$ cat config.mk
export PLATFORM = sky130hd
export DESIGN_NAME = uart_prog_loader
export DESIGN_NICKNAME = d
export VERILOG_FILES = /design/src/rtl/uart_prog_loader_pkg.sv /design/src/rtl/uart_rx.sv /design/src/rtl/uart_prog_loader.sv
export SDC_FILE = /design/constraint.sdc
export NUM_CORES = 1
export LEC_CHECK = 0
export ABC_AREA = 1
export BUFFER_PORTS_ARGS = -buffer_cell sky130_fd_sc_hd__buf_4
export CAP_MARGIN = 40
export CORE_MARGIN = 2
export CORE_UTILIZATION = 60
export DETAILED_ROUTE_END_ITERATION = 16
export PLACE_DENSITY = 0.82
export SETUP_SLACK_MARGIN = 0.3
export SLEW_MARGIN = 20
export SYNTH_ARGS = -nofsm -noshare
export SYNTH_HDL_FRONTEND = slang
export SYNTH_SLANG_ARGS = --single-unit
$ cat constraint.sdc
create_clock -name clk -period 2.4 [get_ports clk]
set_clock_uncertainty 0.15 [all_clocks]
set_input_delay 0.24 -clock clk [delete_from_list [all_inputs] [get_ports clk]]
set_output_delay 0.24 -clock clk [all_outputs]
set_load 0.02 [all_outputs]
$ cat src/rtl/uart_prog_loader_pkg.sv
// Shared constants and state encodings for the UART program loader.
//   LOADER_HDR / LOADER_ACK / LOADER_NAK : frame header and reply bytes
//   loader_state_e : frame FSM encoding (3-bit)
//   rx_state_e     : UART receiver bit-timing FSM encoding
package uart_prog_loader_pkg;

  localparam int unsigned MEM_ADDR_W   = 32;
  localparam int unsigned MEM_W        = 32;
  localparam logic        WRITE_ENABLE = 1'b1;

  localparam logic [7:0] LOADER_HDR = 8'hA5;
  localparam logic [7:0] LOADER_ACK = 8'h06;
  localparam logic [7:0] LOADER_NAK = 8'h15;

  typedef enum logic [2:0] {
    StIdle = 3'd0,
    StAddr = 3'd1,
    StCnt  = 3'd2,
    StData = 3'd3,
    StCsum = 3'd4
  } loader_state_e;

  typedef enum logic [1:0] {
    RxIdle  = 2'd0,
    RxStart = 2'd1,
    RxData  = 2'd2,
    RxStop  = 2'd3
  } rx_state_e;

endpackage

$ cat src/rtl/uart_rx.sv
// 8N1 UART receiver with 2-FF input synchronizer.
// Ports:
//   clk, rst (async, active-low)
//   rx         : serial line, idle high, asynchronous to clk
//   byte_valid : 1-cycle pulse, one cycle after a good stop-bit sample
//   byte_data  : received byte, valid with byte_valid
//   frame_err  : 1-cycle pulse when the stop bit sampled low (byte dropped)
module uart_rx
  import uart_prog_loader_pkg::*;
#(
  parameter int unsigned BAUD_DIV = 16
) (
  input  logic       clk,
  input  logic       rst,
  input  logic       rx,
  output logic       byte_valid,
  output logic [7:0] byte_data,
  output logic       frame_err
);

  localparam int unsigned CntW = $clog2(BAUD_DIV) + 1;
  localparam logic [CntW-1:0] HalfM1 = CntW'(BAUD_DIV / 2 - 1);
  localparam logic [CntW-1:0] FullM1 = CntW'(BAUD_DIV - 1);

  logic            rx_meta_q, rx_sync_q, rx_prev_q;
  rx_state_e       state_q, state_d;
  logic [CntW-1:0] cnt_q, cnt_d;
  logic [2:0]      bit_q, bit_d;
  logic [7:0]      sh_q, sh_d;
  logic            valid_q, valid_d;
  logic            ferr_q, ferr_d;

  always_ff @(posedge clk or negedge rst) begin
    if (!rst) begin
      rx_meta_q <= 1'b1;
      rx_sync_q <= 1'b1;
      rx_prev_q <= 1'b1;
      state_q   <= RxIdle;
      cnt_q     <= '0;
      bit_q     <= '0;
      sh_q      <= '0;
      valid_q   <= 1'b0;
      ferr_q    <= 1'b0;
    end else begin
      rx_meta_q <= rx;
      rx_sync_q <= rx_meta_q;
      rx_prev_q <= rx_sync_q;
      state_q   <= state_d;
      cnt_q     <= cnt_d;
      bit_q     <= bit_d;
      sh_q      <= sh_d;
      valid_q   <= valid_d;
      ferr_q    <= ferr_d;
    end
  end

  always_comb begin
    state_d = state_q;
    cnt_d   = cnt_q;
    bit_d   = bit_q;
    sh_d    = sh_q;
    valid_d = 1'b0;
    ferr_d  = 1'b0;
    unique case (state_q)
      RxIdle: begin
        if (rx_prev_q && !rx_sync_q) begin
          state_d = RxStart;
          cnt_d   = '0;
        end
      end
      RxStart: begin
        if (cnt_q == HalfM1) begin
          cnt_d = '0;
          bit_d = '0;
          // Line back high at mid-start means a glitch, not a start bit.
          state_d = rx_sync_q ? RxIdle : RxData;
        end else begin
          cnt_d = cnt_q + CntW'(1);
        end
      end
      RxData: begin
        if (cnt_q == FullM1) begin
          cnt_d = '0;
          sh_d  = {rx_sync_q, sh_q[7:1]};
          if (bit_q == 3'd7) state_d = RxStop;
          else               bit_d   = bit_q + 3'd1;
        end else begin
          cnt_d = cnt_q + CntW'(1);
        end
      end
      RxStop: begin
        if (cnt_q == FullM1) begin
          cnt_d   = '0;
          valid_d = rx_sync_q;
          ferr_d  = !rx_sync_q;
          state_d = RxIdle;
        end else begin
          cnt_d = cnt_q + CntW'(1);
        end
      end
      default: state_d = RxIdle;
    endcase
  end

  assign byte_valid = valid_q;
  assign byte_data  = sh_q;
  assign frame_err  = ferr_q;

endmodule

$ cat src/rtl/uart_prog_loader.sv
// Serial program loader: receives framed program images over UART and writes
// little-endian 32-bit words to the instruction ROM write port.
// Frame: A5 | ADDR[4] LE | CNT[2] LE | DATA[4*CNT] | CSUM (XOR of bytes after A5).
// Optional feature macro LOADER_TX_ACK_EN: builds an 8N1 TX that replies ACK (06)
// on a good frame or NAK (15) on abort/checksum error; otherwise tx_o is tied to 1.
// Ports:
//   clk, rst (async, active-low), rx_i : UART RX line
//   tx_o   : UART TX line (ACK/NAK)
//   we_o, addr_o, data_o : ROM write port, one single-cycle pulse per word
//   busy_o : frame in progress (holds the core in halt)
//   done_o : 1-cycle pulse on a frame with a good checksum
//   err_o  : sticky error, cleared by the next accepted header byte
module uart_prog_loader
  import uart_prog_loader_pkg::*;
#(
  parameter int unsigned CLK_FREQ     = 50000000,
  parameter int unsigned BAUD         = 115200,
  parameter int unsigned BYTE_TIMEOUT = 1000000
) (
  input  logic                  clk,
  input  logic                  rst,
  input  logic                  rx_i,
  output logic                  tx_o,
  output logic                  we_o,
  output logic [MEM_ADDR_W-1:0] addr_o,
  output logic [MEM_W-1:0]      data_o,
  output logic                  busy_o,
  output logic                  done_o,
  output logic                  err_o
);

  localparam int unsigned BAUD_DIV = CLK_FREQ / BAUD;
  localparam int unsigned ToW      = $clog2(BYTE_TIMEOUT + 1);
  localparam logic [ToW-1:0] ToLast = ToW'(BYTE_TIMEOUT - 1);

  logic       byte_valid, frame_err;
  logic [7:0] byte_data;

  uart_rx #(
    .BAUD_DIV(BAUD_DIV)
  ) u_rx (
    .clk       (clk),
    .rst       (rst),
    .rx        (rx_i),
    .byte_valid(byte_valid),
    .byte_data (byte_data),
    .frame_err (frame_err)
  );

  loader_state_e   state_q, state_d;
  logic [1:0]      idx_q, idx_d;
  logic [31:0]     sh_q, sh_d, sh_nxt;
  logic [31:0]     addr_q, addr_d;
  logic [31:0]     data_q, data_d;
  logic [15:0]     cnt_q, cnt_d;
  logic [15:0]     word_q, word_d;
  logic [7:0]      csum_q, csum_d;
  logic [ToW-1:0]  to_q, to_d;
  logic            we_q, we_d;
  logic            done_q, done_d;
  logic            err_q, err_d;
  logic            nak_d;

  always_ff @(posedge clk or negedge rst) begin
    if (!rst) begin
      state_q <= StIdle;
      idx_q   <= '0;
      sh_q    <= '0;
      addr_q  <= '0;
      data_q  <= '0;
      cnt_q   <= '0;
      word_q  <= '0;
      csum_q  <= '0;
      to_q    <= '0;
      we_q    <= 1'b0;
      done_q  <= 1'b0;
      err_q   <= 1'b0;
    end else begin
      state_q <= state_d;
      idx_q   <= idx_d;
      sh_q    <= sh_d;
      addr_q  <= addr_d;
      data_q  <= data_d;
      cnt_q   <= cnt_d;
      word_q  <= word_d;
      csum_q  <= csum_d;
      to_q    <= to_d;
      we_q    <= we_d;
      done_q  <= done_d;
      err_q   <= err_d;
    end
  end

  // Incoming bytes shift in from the top so four of them form a LE word.
  assign sh_nxt = {byte_data, sh_q[31:8]};

  always_comb begin
    state_d = state_q;
    idx_d   = idx_q;
    sh_d    = sh_q;
    addr_d  = addr_q;
    data_d  = data_q;
    cnt_d   = cnt_q;
    word_d  = word_q;
    csum_d  = csum_q;
    we_d    = 1'b0;
    done_d  = 1'b0;
    err_d   = err_q;
    nak_d   = 1'b0;
    to_d    = (state_q == StIdle || byte_valid) ? '0 : to_q + ToW'(1);

    // Address advances the cycle after the write pulse, so it is stable during it.
    if (we_q) addr_d = addr_q + 32'd4;

    unique case (state_q)
      StIdle: begin
        if (byte_valid && byte_data == LOADER_HDR) begin
          state_d = StAddr;
          err_d   = 1'b0;
          csum_d  = '0;
          idx_d   = '0;
        end
      end
      StAddr: begin
        if (byte_valid) begin
          csum_d = csum_q ^ byte_data;
          sh_d   = sh_nxt;
          idx_d  = idx_q + 2'd1;
          if (idx_q == 2'd3) begin
            addr_d  = {sh_nxt[31:2], 2'b00};
            idx_d   = '0;
            state_d = StCnt;
          end
        end
      end
      StCnt: begin
        if (byte_valid) begin
          csum_d = csum_q ^ byte_data;
          sh_d   = sh_nxt;
          idx_d  = idx_q + 2'd1;
          if (idx_q == 2'd1) begin
            cnt_d   = sh_nxt[31:16];
            word_d  = '0;
            idx_d   = '0;
            state_d = (sh_nxt[31:16] == 16'd0) ? StCsum : StData;
          end
        end
      end
      StData: begin
        if (byte_valid) begin
          csum_d = csum_q ^ byte_data;
          sh_d   = sh_nxt;
          idx_d  = idx_q + 2'd1;
          if (idx_q == 2'd3) begin
            data_d = sh_nxt;
            we_d   = WRITE_ENABLE;
            idx_d  = '0;
            word_d = word_q + 16'd1;
            if (word_q + 16'd1 == cnt_q) state_d = StCsum;
          end
        end
      end
      StCsum: begin
        if (byte_valid) begin
          state_d = StIdle;
          if (byte_data == csum_q) begin
            done_d = 1'b1;
          end else begin
            err_d = 1'b1;
            nak_d = 1'b1;
          end
        end
      end
      default: state_d = StIdle;
    endcase

    // Abort: framing error or inter-byte timeout anywhere inside a frame.
    if (state_q != StIdle && (frame_err || (!byte_valid && to_q == ToLast))) begin
      state_d = StIdle;
      err_d   = 1'b1;
      nak_d   = 1'b1;
    end
  end

  assign we_o   = we_q;
  assign addr_o = addr_q;
  assign data_o = data_q;
  assign busy_o = (state_q != StIdle);
  assign done_o = done_q;
  assign err_o  = err_q;

`ifdef LOADER_TX_ACK_EN
  localparam int unsigned TxCntW = $clog2(BAUD_DIV) + 1;
  localparam logic [TxCntW-1:0] TxFullM1 = TxCntW'(BAUD_DIV - 1);

  logic [9:0]        tx_sh_q;
  logic [3:0]        tx_bit_q;
  logic [TxCntW-1:0] tx_cnt_q;
  logic              tx_busy_q;

  // Requests arriving while a reply is still shifting out are dropped.
  always_ff @(posedge clk or negedge rst) begin
    if (!rst) begin
      tx_sh_q   <= '1;
      tx_bit_q  <= '0;
      tx_cnt_q  <= '0;
      tx_busy_q <= 1'b0;
    end else if (!tx_busy_q) begin
      if (done_d || nak_d) begin
        tx_sh_q   <= {1'b1, (done_d ? LOADER_ACK : LOADER_NAK), 1'b0};
        tx_bit_q  <= '0;
        tx_cnt_q  <= '0;
        tx_busy_q <= 1'b1;
      end
    end else if (tx_cnt_q == TxFullM1) begin
      tx_cnt_q <= '0;
      tx_sh_q  <= {1'b1, tx_sh_q[9:1]};
      if (tx_bit_q == 4'd9) tx_busy_q <= 1'b0;
      else                  tx_bit_q  <= tx_bit_q + 4'd1;
    end else begin
      tx_cnt_q <= tx_cnt_q + TxCntW'(1);
    end
  end

  assign tx_o = tx_sh_q[0];
`else
  logic unused_nak;
  assign unused_nak = nak_d;
  assign tx_o       = 1'b1;
`endif

endmodule

Word level (Yosys, flattened, before mapping)
Cells that the tools add are included.
Storage, ports and cells
  output and inout bits: 69
  register bits: 192
  word-level logic and storage cells: 159
Cells by class
  equal/unequal tests: 39
  add/subtract/negate cells: 6
  reductions and logical operators: 31
  mux-type cells: 61
  bitwise operators: 1
Operator list (count)
  two-way mux 32 bit: 4
  two-way mux 16 bit: 4
  two-way mux 3 bit: 14
  adder 32 x 3 -> 32 bit (second input constant): 1
  case mux 16 bit (2 select lines): 1
  two-way mux 10 bit: 3
  case mux 10 bit (3 select lines): 1
  two-way mux 2 bit: 11
  adder 20 x 1 -> 20 bit (second input constant): 1
  == test 20 bit (second input constant): 1
  two-way mux 20 bit: 1
  inequality test 2 x 1 -> 1 bit (second input constant): 10
  adder 16 x 1 -> 16 bit (second input constant): 1
  == test 16 bit: 1
  zero test 16 bit: 1
  two-way mux 8 bit: 2
  case mux 8 bit (2 select lines): 1
  inequality test 3 bit (second input constant): 5
  case mux 3 bit (5 select lines): 1
  two-way mux 1 bit: 14
  inequality test 3 x 2 -> 1 bit (second input constant): 4
  AND reduction 4 bit: 3
  adder 10 x 1 -> 10 bit (second input constant): 1
  == test 10 x 8 -> 1 bit (second input constant): 1
  30 further kinds: 51

Logic depth before layout (Yosys ltp)
  word-level depth: 7
  mapped depth: 16
  depth with buffers taken out: 16

By module
A second synthesis with hierarchy kept.
Second synthesis, totals
  cells, all modules: 1115
  area total of the unflattened synthesis: 9073.7 um^2
By module, submodules not included
  uart_prog_loader: area each 7626.1 um^2, times used 1, cells an instance 944, sequential area each 3853.7 um^2
  uart_rx: area each 1447.6 um^2, times used 1, cells an instance 171, sequential area each 704.4 um^2

Least setup slack after synthesis
No wires, ideal clock.
  kind: register to register
  from: register addr_q[3], in the netlist addr_o[3]
  to: register addr_q[30], in the netlist addr_o[30]
  data required time: 2174 ps
  path slack: 394 ps
  clock period less this slack: 2006 ps
  stages on the path, launching flop included: 11
  buffers on the path: 0
  data arrival time: 1780 ps
  cells stage by stage: dfrtp_1 > ha_1 > nand4_1 > nor2_2 > inv_1 > nor2_2 > nand4_1 > nor2_2 > nand3_1 > xor2_1 > o21ai_1
On the way
  longest elaborated chain between the ends: 5
RTL lines
  from (decl): RTL line uart_prog_loader.sv:53  | logic [31:0] addr_q, addr_d;
  from (signal assigned): RTL line uart_prog_loader.sv:82  | addr_q <= addr_d;
  adder 32 x 3 -> 32 bit *: RTL line uart_prog_loader.sv:113  | if (we_q) addr_d = addr_q + 32'd4;
  two-way mux 32 bit *: RTL line uart_prog_loader.sv:113
  two-way mux 32 bit: RTL line uart_prog_loader.sv:129  | if (idx_q == 2'd3) begin
  two-way mux 32 bit: RTL line uart_prog_loader.sv:125  | if (byte_valid) begin
  two-way mux 32 bit *: RTL line uart_prog_loader.sv:115  | unique case (state_q)
  named net addr_d[30]: RTL line uart_prog_loader.sv:53
The timed path passes the listed nets; every way through them passes the cells marked *.
A chain may end at the register's enable or synchronous reset.

Worst setup path after layout
  from: register word_q[1]
  to: register state_q[0]
On the way
  longest elaborated chain between the ends: 4
RTL lines
  from (decl): RTL line uart_prog_loader.sv:56  | logic [15:0] word_q, word_d;
  from (signal assigned): RTL line uart_prog_loader.sv:85  | word_q <= word_d;
  adder 16 x 1 -> 16 bit: RTL line uart_prog_loader.sv:159  | if (word_q + 16'd1 == cnt_q) state_d = StCsum;
  == test 16 bit: RTL line uart_prog_loader.sv:159
  inequality test 3 bit (no line)
  AND reduction 9 bit (no line)
  to (signal assigned): RTL line uart_prog_loader.sv:66  | state_q <= StIdle;
  to (signal assigned): RTL line uart_prog_loader.sv:79  | state_q <= state_d;
  to (decl): RTL line uart_prog_loader.sv:50  | loader_state_e state_q, state_d;
Every way passes these cells.

==> results by stage <==
Run status:
- The flow ran to the end, and the final reports show no timing, DRC or antenna violations.

Drt:
- In the routed layout, each cell is associated on average with a via count of 5.61.
- The pre-antenna-repair detailed-routing pass consisted of 5 iterations.
- After detailed routing, the number of remaining DRC violations is 0.
- The first routing iteration left 598 violations.
- In the final routed layout, each cell accounts on average for 15.6 µm.
- In this run the remaining antenna-violating nets after routing total 0.
- Detailed routing inserted a total of 7770 vias.
- The detailed-route wire length is 21600 µm.

Clock network:
- The longest clock path from root to sink contains 2 buffers.
- The H-tree depth is 4.
- Counting the buffers created by CTS gives 17.
- TritonCTS built the clock tree.
- The clock network latency to the later pin of the worst-skew pair is 430 ps.
- Clock-pin slew was measured on the worst setup and hold paths at 70 ps.
- The library cell used as clock root buffer is clkbuf_16.
- For this design, the sink count on the clock tree is 182.

Synth:
- The count of distinct cell types in the synthesized netlist is 44.
- The most used flip-flop cell after synthesis is dfrtp_1.
- The synthesized design contains 0 enable-type register cells.
- In this run the cell area of the synthesized design comes to 8920 µm².
- The sequential share of the synthesized area is 0.511.
- The synthesized area per cell is 8.21 µm².
- In the post-synthesis netlist, the biggest area contributors are dfrtp_1 50%, nand2_1 11%, o21ai_0 6.8%.
- The post-synthesis cell count is 1087.
- The share of the synthesized area in the top cell type is 0.502.
- The leading area contributor after synthesis is dfrtp_1.
- Yosys printed 0 warnings.
- The synthesis-stage register bit count is 182.
- The share of flip-flops with an asynchronous set or reset is 1.00.

GRT:
- The met2 global-route usage is 0.434.
- In the global route stage, met1 resource usage came out at 0.358.
- The met3 demand-to-capacity share in global routing is 0.0514.
- met2 is the most crowded layer.
- In the global route stage, overall resource usage came out at 0.266.
- The first-pass GRT wire length is 34200 µm.
- Entering global routing, the biggest net connects 69 pins.
- After global routing the overflow that remains totals 0.
- The number of global-route vias before repair is 7083.
- The initial antenna violation count came to 0.

Worst setup path:
- The peak fanout along the critical path is 5.
- The beginning of the worst register-to-register path is word_q[1].
- The category of the critical setup timing path is reg2reg.
- The data required time of the critical path is 2580 ps.
- The endpoint identified for the worst register-to-register timing path is state_q[0].
- The arrival time at the worst endpoint is 2320 ps.
- The cell depth of the worst flop-to-flop path is 16.
- STA classifies the critical path endpoint as a flop.
- STA classifies the critical path startpoint as a flop.
- The register-to-register setup slack is 260 ps.

Placed design:
- At the end of routability-driven placement, the weighted congestion stood at 0.872.
- The number of buffers inserted by port buffering is 68.
- The wire-length estimate of the detail-placed layout is 14200 µm.
- The area of placed instances is 9660 µm².

Floorplanning:
- In this run the vertical extent of the chip is 126 µm.
- The width of the chip is 126 µm.
- In this run the core area contains 44 standard-cell rows.
- 72 I/O pins were placed.
- The starting density of the core is 0.614.
- The die covers 15900 µm².
- The core area is 14500 µm².

Timing:
- The count of final setup violators is 0.
- The final-report max-slew violation count is 0.
- Setup repair after global routing could not meet its margin everywhere.
- The timing-limited maximum frequency is 0.468 GHz.
- The number of hold-slack violations in the final timing report came to 0.
- Dividing the final minimum period by the clock period gives 0.891.
- The setup TNS is 0 ps.
- The final critical path time including I/O delays and setup is 2140 ps.
- On the final layout, the worst hold slack is 122 ps.

Power and ir drop:
- Of the total power, the share spent switching nets is 0.248.
- The clock network fraction of total power is 0.437.
- The net switching component of the power is 1630 µW.
- The peak ir drop on the vdd network is 777 µV.
- The sequential fraction of design power is 0.485.
- The internal power of the cells is 4940 µW.
- Of the total power, combinational logic draws 0.078.
- Power spread over the standard cell area amounts to 610 nW/µm².
- Summed over all cells, the static leakage comes to 0.00508 µW.

Final layout:
- The relative area change from synthesis to final layout is 20.7%.
- The most common cell after layout, fill and taps aside is nand2_1.
- The number of nets in the final layout is 1203.
- The diode insertion count for antenna repair is 0.
- Fill cells in the final layout number 1046.
- The post-route cell area is 10800 µm².
- The top cell types in the final layout, fill and taps aside, are 247 x nand2_1, 175 x dfrtp_1, 126 x inv_1.
- Of the cells placed in the final design, the portion with a size suffix greater than 1 is 0.191.

Flow run:
- The count of maximum capacitance violations is 0.

Hold path:
- The type of the most critical hold path is in2async.
[timing repair]
| item | in CTS | in global routing |
|---|---|---|
| hold buffers | 2 | 0 |
| pin swaps | 4 | 27 |
| gates cloned | 0 | 1 |
| hold endpoints to repair | 178 | 0 |
| endpoints found under the setup margin | 76 | 109 |
| resized for setup | 14 | 61 |
| setup buffers | 8 | 20 |
[flip-flops by register name, indices dropped and copies added, names as in the netlist]
name	count
u_rx.byte_valid	1
csum_q	8
data_o	32
we_o	1
state_q	3
idx_q	2
u_rx.frame_err	1
addr_o	30
u_rx.bit_q	3
err_o	1
u_rx.state_q	2
to_q	20
word_q	16
u_rx.rx_prev_q	1
u_rx.cnt_q	10
u_rx.rx_sync_q	1
cnt_q	16
u_rx.byte_data	8
u_rx.rx_meta_q	1
sh_q	24
done_o	1
[worst max-delay path by stage]
| stage | start | end | slack, ps |
|---|---|---|---|
| after global placement | word_q[0] | state_q[1] | 120 |
| after CTS | state_q[0] | addr_o[6] | 270 |
| after detailed placement | word_q[0] | state_q[0] | 30 |
| after floorplan | addr_o[3] | addr_o[30] | 390 |
| after global routing | word_q[1] | state_q[0] | 90 |
| final | word_q[1] | state_q[0] | 260 |
[layout make-up]
type                            instances  area [µm²]  share of cell area
Timing Repair Buffer                  112         921              0.0855
Inverter                              134         508              0.0472
Multi-Input combinational cell        742        3940               0.366
Clock buffer                           17         425              0.0395
Tap cell                              184         230              0.0214
Clock inverter                         15         180              0.0167
Sequential cell                       182        4560               0.424
[metal layers]
| layer | part of all wire | routed length, µm |
|---|---|---|
| met3 | 0.049 | 1050 |
| met4 | 0.022 | 479 |
| met5 | 0 | 0 |
| met1 | 0.42 | 9160 |
| met2 | 0.51 | 11000 |
[Yosys cell counts (3+ instances only)]
| master | instances |
|---|---|
| a21oi_1 | 30 |
| a31oi_1 | 3 |
| buf_2 | 13 |
| buf_4 | 5 |
| clkbuf_1 | 11 |
| dfrtp_1 | 179 |
| dfstp_2 | 3 |
| ha_1 | 11 |
| inv_1 | 129 |
| inv_2 | 4 |
| nand2_1 | 262 |
| nand2_2 | 3 |
| nand3_1 | 67 |
| nand3b_1 | 5 |
| nand4_1 | 32 |
| nor2_1 | 87 |
| nor2_2 | 11 |
| nor3_1 | 20 |
| nor3_2 | 3 |
| nor4_1 | 7 |
| o21ai_0 | 121 |
| o21ai_1 | 5 |
| o22ai_1 | 12 |
| or2_2 | 4 |
| xnor2_1 | 7 |
| xor2_1 | 31 |
[power groups by stage]
stage,sequential [µW],combinational (µW),clock (µW)
floorplan,3230,291,0
global placement,3240,426,0
detailed placement,3240,433,0
CTS,3190,454,2900
global route,3190,584,3030
finish,3190,510,2870
[critical path: stages, from the launching register on]
cell,delay (ps)
dfrtp_1,410
ha_4,200
nand2_4,60
nor2_4,180
nand2_2,80
nand2_2,80
nand2_2,50
nand2_1,50
nand2_1,70
nor2_2,120
nand3_1,70
nor2_1,120
nand2_1,100
nand2_2,120
nand2_2,60
nand3_1,60
nand2_1,50
[cells by family (layout without fill, tap and decap cells)]
logic type	after synthesis	after routing	share of synthesized area
adders and majority gates	11	11	0.0154
and+or+nand+nor	507	507	0.251
buffers and inverters	164	278	0.0738
other	2	3	0.000842
AOI/OAI and AO/OA	182	182	0.109
DFF	182	182	0.511
xor gates and xnor gates	39	39	0.0398
[through the flow]
stage | std cells | worst slack, ps | total power (µW) | util
final | 1386 | 261 | 6570 | 0.741
after CTS | 1365 | 274 | 6540 | 0.716
after global placement | 1323 | 124 | 3670 | 0.665
after detailed placement | 1323 | 30.8 | 3680 | 0.665
after floorplan | 1088 | 394 | 3520 | -
after global routing | 1386 | 87.3 | 6810 | 0.741
No activity file was read; power rests on OpenSTA's default activity.
